<file path="src/rtl/mux_array_seq_pkg.sv">
// rtl/mux_array_seq_pkg.sv - shared sizing helpers and state encoding for mux_array_seq
package mux_array_seq_pkg;

   localparam logic [0:0] ST_IDLE = 1'b0;
   localparam logic [0:0] ST_SEND = 1'b1;

   function automatic int ceil_div(input int a, input int b);
      return (a + b - 1) / b;
   endfunction

   function automatic int clog2(input int v);
      int r;
      r = 0;
      while ((1 << r) < v) r++;
      return r;
   endfunction

   // A single group still needs a one-bit index port.
   function automatic int group_width(input int num_group);
      return (clog2(num_group) < 1) ? 1 : clog2(num_group);
   endfunction

endpackage

</file>
<file path="src/rtl/mux_array_seq_slice.sv">
// rtl/mux_array_seq_slice.sv - group_slice_mux: picks one Pin-lane group from a word, zero-padding past Nin (mask with MUX_ARRAY_SEQ_MASK_EN)
module group_slice_mux
   import mux_array_seq_pkg::*;
#(
   parameter int Nin       = 3,
   parameter int Pin       = 2,
   parameter int BIT_WIDTH = 8,
   localparam int NUM_GROUP = ceil_div(Nin, Pin),
   localparam int GW        = group_width(NUM_GROUP)
) (
   input  logic [Nin*BIT_WIDTH-1:0] word,
   input  logic [GW-1:0]            group,
   output logic [Pin*BIT_WIDTH-1:0] slice
`ifdef MUX_ARRAY_SEQ_MASK_EN
   ,
   output logic [Pin-1:0]           mask
`endif
);

   logic [NUM_GROUP-1:0][Pin*BIT_WIDTH-1:0] group_word;
`ifdef MUX_ARRAY_SEQ_MASK_EN
   logic [NUM_GROUP-1:0][Pin-1:0]           group_mask;
`endif

   // Static wiring of every group; lanes beyond the last channel tie to zero.
   for (genvar g = 0; g < NUM_GROUP; g++) begin : g_grp
      for (genvar i = 0; i < Pin; i++) begin : g_lane
         if (i + g*Pin < Nin) begin : g_real
            assign group_word[g][i*BIT_WIDTH +: BIT_WIDTH] = word[(i + g*Pin)*BIT_WIDTH +: BIT_WIDTH];
`ifdef MUX_ARRAY_SEQ_MASK_EN
            assign group_mask[g][i] = 1'b1;
`endif
         end else begin : g_pad
            assign group_word[g][i*BIT_WIDTH +: BIT_WIDTH] = '0;
`ifdef MUX_ARRAY_SEQ_MASK_EN
            assign group_mask[g][i] = 1'b0;
`endif
         end
      end
   end

   always_comb begin
      slice = '0;
`ifdef MUX_ARRAY_SEQ_MASK_EN
      mask  = '0;
`endif
      for (int g = 0; g < NUM_GROUP; g++) begin
         if (group == GW'(g)) begin
            slice = group_word[g];
`ifdef MUX_ARRAY_SEQ_MASK_EN
            mask  = group_mask[g];
`endif
         end
      end
   end

endmodule

</file>
<file path="src/rtl/mux_array_seq.sv">
// rtl/mux_array_seq.sv - streaming channel-group serializer: one Nin-channel word in, NUM_GROUP Pin-lane beats out
// optional out_mask port enabled by MUX_ARRAY_SEQ_MASK_EN
module mux_array_seq
   import mux_array_seq_pkg::*;
#(
   parameter int Nin       = 3,
   parameter int Pin       = 2,
   parameter int BIT_WIDTH = 8,
   localparam int NUM_GROUP = ceil_div(Nin, Pin),
   localparam int GW        = group_width(NUM_GROUP)
) (
   input  logic                     clk,
   input  logic                     rst_n,
   input  logic                     flush,
   input  logic                     in_valid,
   output logic                     in_ready,
   input  logic [Nin*BIT_WIDTH-1:0] in_data,
   output logic                     out_valid,
   input  logic                     out_ready,
   output logic [Pin*BIT_WIDTH-1:0] out_data,
   output logic [GW-1:0]            out_group,
   output logic                     out_last
`ifdef MUX_ARRAY_SEQ_MASK_EN
   ,
   output logic [Pin-1:0]           out_mask
`endif
);

   logic [0:0]               state_q;
   logic [GW-1:0]            grp_q;
   logic [Nin*BIT_WIDTH-1:0] hold_q;
   logic                     in_acc;
   logic                     out_acc;
   logic                     at_last;
   logic [GW-1:0]            grp_next;
   logic [Nin*BIT_WIDTH-1:0] sel_word;
   logic [GW-1:0]            sel_group;
   logic [Pin*BIT_WIDTH-1:0] sel_slice;
`ifdef MUX_ARRAY_SEQ_MASK_EN
   logic [Pin-1:0]           sel_mask;
`endif

   assign at_last   = (grp_q == GW'(NUM_GROUP - 1));
   assign grp_next  = grp_q + GW'(1);
   assign in_ready  = rst_n & ~flush & ((state_q == ST_IDLE) | (out_last & out_ready));
   assign in_acc    = in_valid & in_ready;
   assign out_acc   = out_valid & out_ready;
   assign out_group = grp_q;

   // A fresh word always starts at group 0; otherwise advance through the held word.
   assign sel_word  = in_acc ? in_data : hold_q;
   assign sel_group = in_acc ? '0 : grp_next;

   group_slice_mux #(
      .Nin       (Nin),
      .Pin       (Pin),
      .BIT_WIDTH (BIT_WIDTH)
   ) u_slice (
      .word  (sel_word),
      .group (sel_group),
      .slice (sel_slice)
`ifdef MUX_ARRAY_SEQ_MASK_EN
      ,
      .mask  (sel_mask)
`endif
   );

   always_ff @(posedge clk or negedge rst_n) begin
      if (!rst_n) begin
         state_q   <= ST_IDLE;
         grp_q     <= '0;
         hold_q    <= '0;
         out_valid <= 1'b0;
         out_data  <= '0;
         out_last  <= 1'b0;
`ifdef MUX_ARRAY_SEQ_MASK_EN
         out_mask  <= '0;
`endif
      end else if (flush) begin
         state_q   <= ST_IDLE;
         grp_q     <= '0;
         out_valid <= 1'b0;
         out_data  <= '0;
         out_last  <= 1'b0;
`ifdef MUX_ARRAY_SEQ_MASK_EN
         out_mask  <= '0;
`endif
      end else if (in_acc) begin
         // Covers both the idle start and the bubble-free reload on the last beat.
         state_q   <= ST_SEND;
         hold_q    <= in_data;
         grp_q     <= '0;
         out_valid <= 1'b1;
         out_data  <= sel_slice;
         out_last  <= (NUM_GROUP == 1);
`ifdef MUX_ARRAY_SEQ_MASK_EN
         out_mask  <= sel_mask;
`endif
      end else if (out_acc) begin
         if (!at_last) begin
            grp_q    <= grp_next;
            out_data <= sel_slice;
            out_last <= (grp_next == GW'(NUM_GROUP - 1));
`ifdef MUX_ARRAY_SEQ_MASK_EN
            out_mask <= sel_mask;
`endif
         end else begin
            state_q   <= ST_IDLE;
            grp_q     <= '0;
            out_valid <= 1'b0;
            out_data  <= '0;
            out_last  <= 1'b0;
`ifdef MUX_ARRAY_SEQ_MASK_EN
            out_mask  <= '0;
`endif
         end
      end
   end

endmodule
</file>
<file path="config.mk">
export PLATFORM = sky130hd
export DESIGN_NAME = mux_array_seq
export DESIGN_NICKNAME = d
export VERILOG_FILES = /design/src/rtl/mux_array_seq_pkg.sv /design/src/rtl/mux_array_seq_slice.sv /design/src/rtl/mux_array_seq.sv
export SDC_FILE = /design/constraint.sdc
export NUM_CORES = 1
export LEC_CHECK = 0
export ABC_AREA = 0
export CELL_PAD_IN_SITES_DETAIL_PLACEMENT = 0
export CELL_PAD_IN_SITES_GLOBAL_PLACEMENT = 1
export CORE_ASPECT_RATIO = 0.6
export CORE_MARGIN = 2
export CORE_UTILIZATION = 40
export CTS_BUF_LIST = sky130_fd_sc_hd__clkbuf_4 sky130_fd_sc_hd__clkbuf_8 sky130_fd_sc_hd__clkbuf_16
export CTS_CLUSTER_DIAMETER = 40
export DETAILED_ROUTE_END_ITERATION = 12
export PLACE_DENSITY_LB_ADDON = 0.1
export SYNTH_ARGS = -nofsm -noshare
export SYNTH_HDL_FRONTEND = slang
export SYNTH_HIERARCHICAL = 1
export SYNTH_SLANG_ARGS = --single-unit
</file>
<file path="constraint.sdc">
create_clock -name clk -period 2.85 [get_ports clk]
set_input_delay 0.57 -clock clk [delete_from_list [all_inputs] [get_ports clk]]
set_output_delay 0.57 -clock clk [all_outputs]
set_load 0.02 [all_outputs]
</file>
---- Yosys cells after proc, flatten, opt, wreduce, memory -nomap -nowiden ----
Index checks and enable logic that the tools add are counted.
storage, ports and cells
  register bits ........................... 42
  bits of input ports ..................... 29
  output and inout port bits .............. 20
  logic and storage cells ................. 31
operators by class
  $add $sub $neg .......................... 1
  mux-type cells .......................... 15
  bitwise gates (word level) .............. 8
  reduce and logical (&&, ||, !) cells .... 3
operator list
  kind                   number
  $mux W16               5
  $mux W24               1
  $mux W1                9
  $reduce_bool A3 Y1     2
  $and A1 B1 Y1          5
  $not A1 Y1             2
  $reduce_and A2 Y1      1
  $add A1 B1 Y1 const B  1
  $or A1 B1 Y1           1

---- Logic depth before layout (Yosys ltp) ----
  word-level depth ........................ 10
  depth in mapped cells ................... 8

---- Hierarchy ----
The synthesis kept the hierarchy.
by module, submodules not included
  module           instances  cells an instance  area each (um^2)  sequential area each (um^2)
  mux_array_seq    1          128                1931.9            1051.0
  group_slice_mux  1          18                 193.9             0.0

---- Worst setup path after synthesis ----
Ideal clock, no wire load.
  path type ............................... register -> register
  start point ............................. register state_q
  end point ............................... register out_data[6]
  data arrival time ....................... 1.987 ns
  path slack .............................. 0.742 ns
  cell stages (with the launch flop) ...... 9
  period minus slack after synthesis ...... 2.108 ns
  path through ............................ dfrtp_1 > a21boi_4 > nor3_4 > buf_6 > nor2_1 > buf_6 > buf_8 > mux2_4 > a22o_1
on the way
  cells in the longest elaborated chain, start to end .. 10
ends and longest elaborated chain
  what                    line                       text
  start, declared         mux_array_seq.sv:29        logic [0:0] state_q;
  start signal, assigned  mux_array_seq.sv:70        state_q <= ST_IDLE;
  start signal, assigned  mux_array_seq.sv:80        state_q <= ST_IDLE;
  start signal, assigned  mux_array_seq.sv:90        state_q <= ST_SEND;
  $not A1 Y1 *            mux_array_seq.sv:45        assign in_ready = rst_n & ~flush & ((state_q == ST_IDLE) | (out_last & out_ready));
  $or A1 B1 Y1 *          mux_array_seq.sv:45
  $and A1 B1 Y1 *         mux_array_seq.sv:45
  $and A1 B1 Y1 *         mux_array_seq.sv:46        assign in_acc = in_valid & in_ready;
  $mux W1 *               mux_array_seq.sv:52        assign sel_group = in_acc ? '0 : grp_next;
  net sel_group           mux_array_seq.sv:37        logic [GW-1:0] sel_group;
  $mux W16 *              mux_array_seq_slice.sv:48  if (group == GW'(g)) begin
  net sel_slice[6]        mux_array_seq.sv:38        logic [Pin*BIT_WIDTH-1:0] sel_slice;
  $mux W16                mux_array_seq.sv:100       if (!at_last) begin
  $mux W16                mux_array_seq.sv:99        end else if (out_acc) begin
  $mux W16 *              mux_array_seq.sv:88        end else if (in_acc) begin
  $mux W16 *              mux_array_seq.sv:79        end else if (flush) begin
  end signal, assigned    mux_array_seq.sv:94        out_data <= sel_slice;
  end signal, assigned    mux_array_seq.sv:102       out_data <= sel_slice;
  end, declared           mux_array_seq.sv:20        output logic [Pin*BIT_WIDTH-1:0] out_data,
Mark *: on every way through the listed nets, which the timed path passes. The rest lies on a longest branch. The select of a mux whose other input is x is not followed.
A chain may end at the register's enable or synchronous reset.

---- Final worst setup path ----
  start point ............................. input port out_ready
  end point ............................... output port in_ready
on the way
  cells in the longest elaborated chain, start to end .. 3
ends and longest elaborated chain
  what             line                 text
  start, declared  mux_array_seq.sv:19  input logic out_ready,
  $and A1 B1 Y1    mux_array_seq.sv:45
  $or A1 B1 Y1     mux_array_seq.sv:45
  $and A1 B1 Y1    mux_array_seq.sv:45
  end, declared    mux_array_seq.sv:16  output logic in_ready,
No other way between the ends.

==> results.ini <==
[clock_network]
clk_latency_ps = 290
clk_pin_slew_ps = 80
cts_resized = 0
numCtsBuffers = 5
cts.sinks = 42
root_buffer = clkbuf_8
holdBufCountCts = 0
htreeDepth = 2
clock_path_buffers = 2
cts_tree = built
cts_setup_buffers = 0

[pwr]
p_sw_share_pct = 25.7
power_frac_clock_pct = 25.6
ir_drop_v = 0.000301
p_per_area_nw_per_um2 = 570
intPower_mw = 1.16
p_leak_nw = 1.18
p_seq_share_pct = 47.7
p_switching_mw = 0.403
combPwrFrac_pct = 26.7

[placed_design]
dp.cells = 257
dp_hpwl_um = 3000
dp_worst_setup_slack_ps = 180
gp_congestion = 0.696
io_buffer_count = 48

[final_layout]
fillerInstances = 442
antenna_cells = 0
nNetsFinal = 227
stdcell_count = 265
drive_gt1_share_pct = 41.7
layout-area-overhead-vs-synth_pct = 29.0

[grt]
gr-total-overflow = 0
grt_usage_pct = 15.5
grt_pass1_vias = 1337
grt_max_degree = 40
grt_first_pass_wirelength_um = 6930
antenna_found_initial = 0

[critical_path]
arrival_ps = 2050
critical_path_class = in -> out
worstRegToRegCells = 6
cp_top_family = buffers and inverters
crit_path_start = out_ready
setup.worst_path.end_class = output pin
crit_required_ps = 2280
reg2reg_slack_ps = 750
crit_buf_inv = 2
slowest_stage = clkdlybuf4s50_1
cp-start-kind = input port
path_max_fanout = 3
crit_top_cell = clkdlybuf4s50_1
path_cells = clkdlybuf4s50_1, a21boi_4, nor3b_1, clkdlybuf4s50_1
max_stage_delay_ps = 630
r2r_start = state_q
r2r-end = out_data[6]

[yosys]
ys_seq_area_share_pct = 49.4
synth_area_leader_cell = dfrtp_1
yosys_register_bits = 42
synth_edf_count = 0
synth_top_area_share_pct = 49.4
synth_flop_cell = dfrtp_1
synth.distinct_cells = 21
yosysWarnings = 6
synth.area.top_cells = dfrtp_1, mux2_2, a22o_1
synth.most_common_cell = mux2_2
syn_area_um2 = 2130
syn-instance-count = 146
synth-async-reset-ratio_pct = 100
synth_commonest_cells = mux2_2, dfrtp_1, a22o_1
synth.net_count = 175
avgSynthCellArea_um2 = 14.6

[timing]
fin_skew_ps = 2.57
fmax_mhz = 382
rsz0062_at_grt = false
slew_violations = 0
worst_slack_ps = 233
tns_ps = 0
setup_viol = 0
period_minus_slack_ps = 2620
worst_pin_slew_ps = 641
period_share_pct = 91.8
hold_viol = 0
slew_headroom_pct = 57.2

[floorplanning]
die_h_um = 60.5
dieWidth_um = 98.1
io_pins = 49
coreArea_um2 = 5080
start_util_pct = 41.8
rows = 20
dieArea_um2 = 5930

[routing]
dr_total_vias = 1316
wl_met1_um = 2150
wl_um = 4260
avgViaCountPerCell = 4.97
wl_met3_um = 166
routedWlPerCell_um = 16.1
routed.top_layer = met4
ant_nets = 0
drc = 0
drt_iter0_markers = 15
dr.pass1.iters = 4
met2_length_um = 1900

[outcome]
status = completed

[worst_hold_path]
hold_class = in -> async

[job]
max-cap-violations = 0

[power groups by stage]
stage / logic, mW / clock network (mW) / registers [mW]
2_1_floorplan: 0.262 / 0 / 0.771
5_1_grt: 0.453 / 0.447 / 0.762
3_5_place_dp: 0.423 / 0 / 0.760
3_3_place_gp: 0.411 / 0 / 0.753
6_report: 0.417 / 0.400 / 0.747
4_1_cts: 0.425 / 0.416 / 0.748
[metrics by stage]
| stage | cell area [µm²] | utilization [%] | hold slack, ps | power [mW] |
|---|---|---|---|---|
| finish | 2740 | 54.0 | 284 | 1.56 |
| detailed placement | 2650 | 52.1 | 490 | 1.18 |
| CTS | 2740 | 54.0 | 274 | 1.59 |
| global route | 2740 | 54.0 | 279 | 1.66 |
| global placement | 2650 | 52.1 | 485 | 1.16 |
| floorplan | 2130 | - | 274 | 1.03 |
[cell families (layout without fill, tap and decap cells)]
| family | Yosys count | after routing | synth area share [%] |
|---|---|---|---|
| muxes | 56 | 56 | 30.0 |
| xor gates and xnor gates | 1 | 1 | 0.412 |
| DFF | 42 | 42 | 49.4 |
| buffers and inverters | 12 | 65 | 5.12 |
| AOI/OAI and AO/OA | 20 | 20 | 9.54 |
| and+or+nand+nor | 15 | 15 | 5.47 |
[layout make-up]
| type | count | area, µm² | area share [%] |
|---|---|---|---|
| flip-flops and latches | 42 | 1050 | 38.3 |
| clock buffers | 7 | 90.1 | 3.28 |
| inverters | 2 | 7.51 | 0.274 |
| well taps | 66 | 82.6 | 3.01 |
| repair buffers | 55 | 541 | 19.7 |
| clock inverters | 1 | 5.00 | 0.182 |
| multi-input cells | 92 | 966 | 35.2 |
[cell usage in the layout, fill, tap and decap left out, drive strengths merged]
cell type      instances
a21boi                 1
a21o                   1
a221oi                 1
a22o                  16
and2b                  8
buf                    8
clkbuf                 7
clkdlybuf4s50         47
clkinv                 1
dfrtp                 42
inv                    2
mux2                  56
nand2                  2
nand2b                 1
nor2                   1
nor3                   2
nor3b                  1
o211a                  1
xor2                   1
[worst max-delay path by stage]
stage,to,cells past startpoint
after floorplan,out_data[6],8
after CTS,in_ready,4
after detailed placement,out_data[6],7
final,in_ready,4
after global routing,in_ready,4
after global placement,out_data[1],7
[flip-flops by register name (all words and copies together) (netlist names)]
signal	count
out_group	1
state_q	1
hold_q	24
out_data	16
[layer usage]
layer	GRT usage, %	vias to the layer above
li1	-	638
met1	21.9	646
met4	4.17	0
met3	4.38	5
met2	23.9	27
met5	0	-
(Power assumes the default switching activity.)
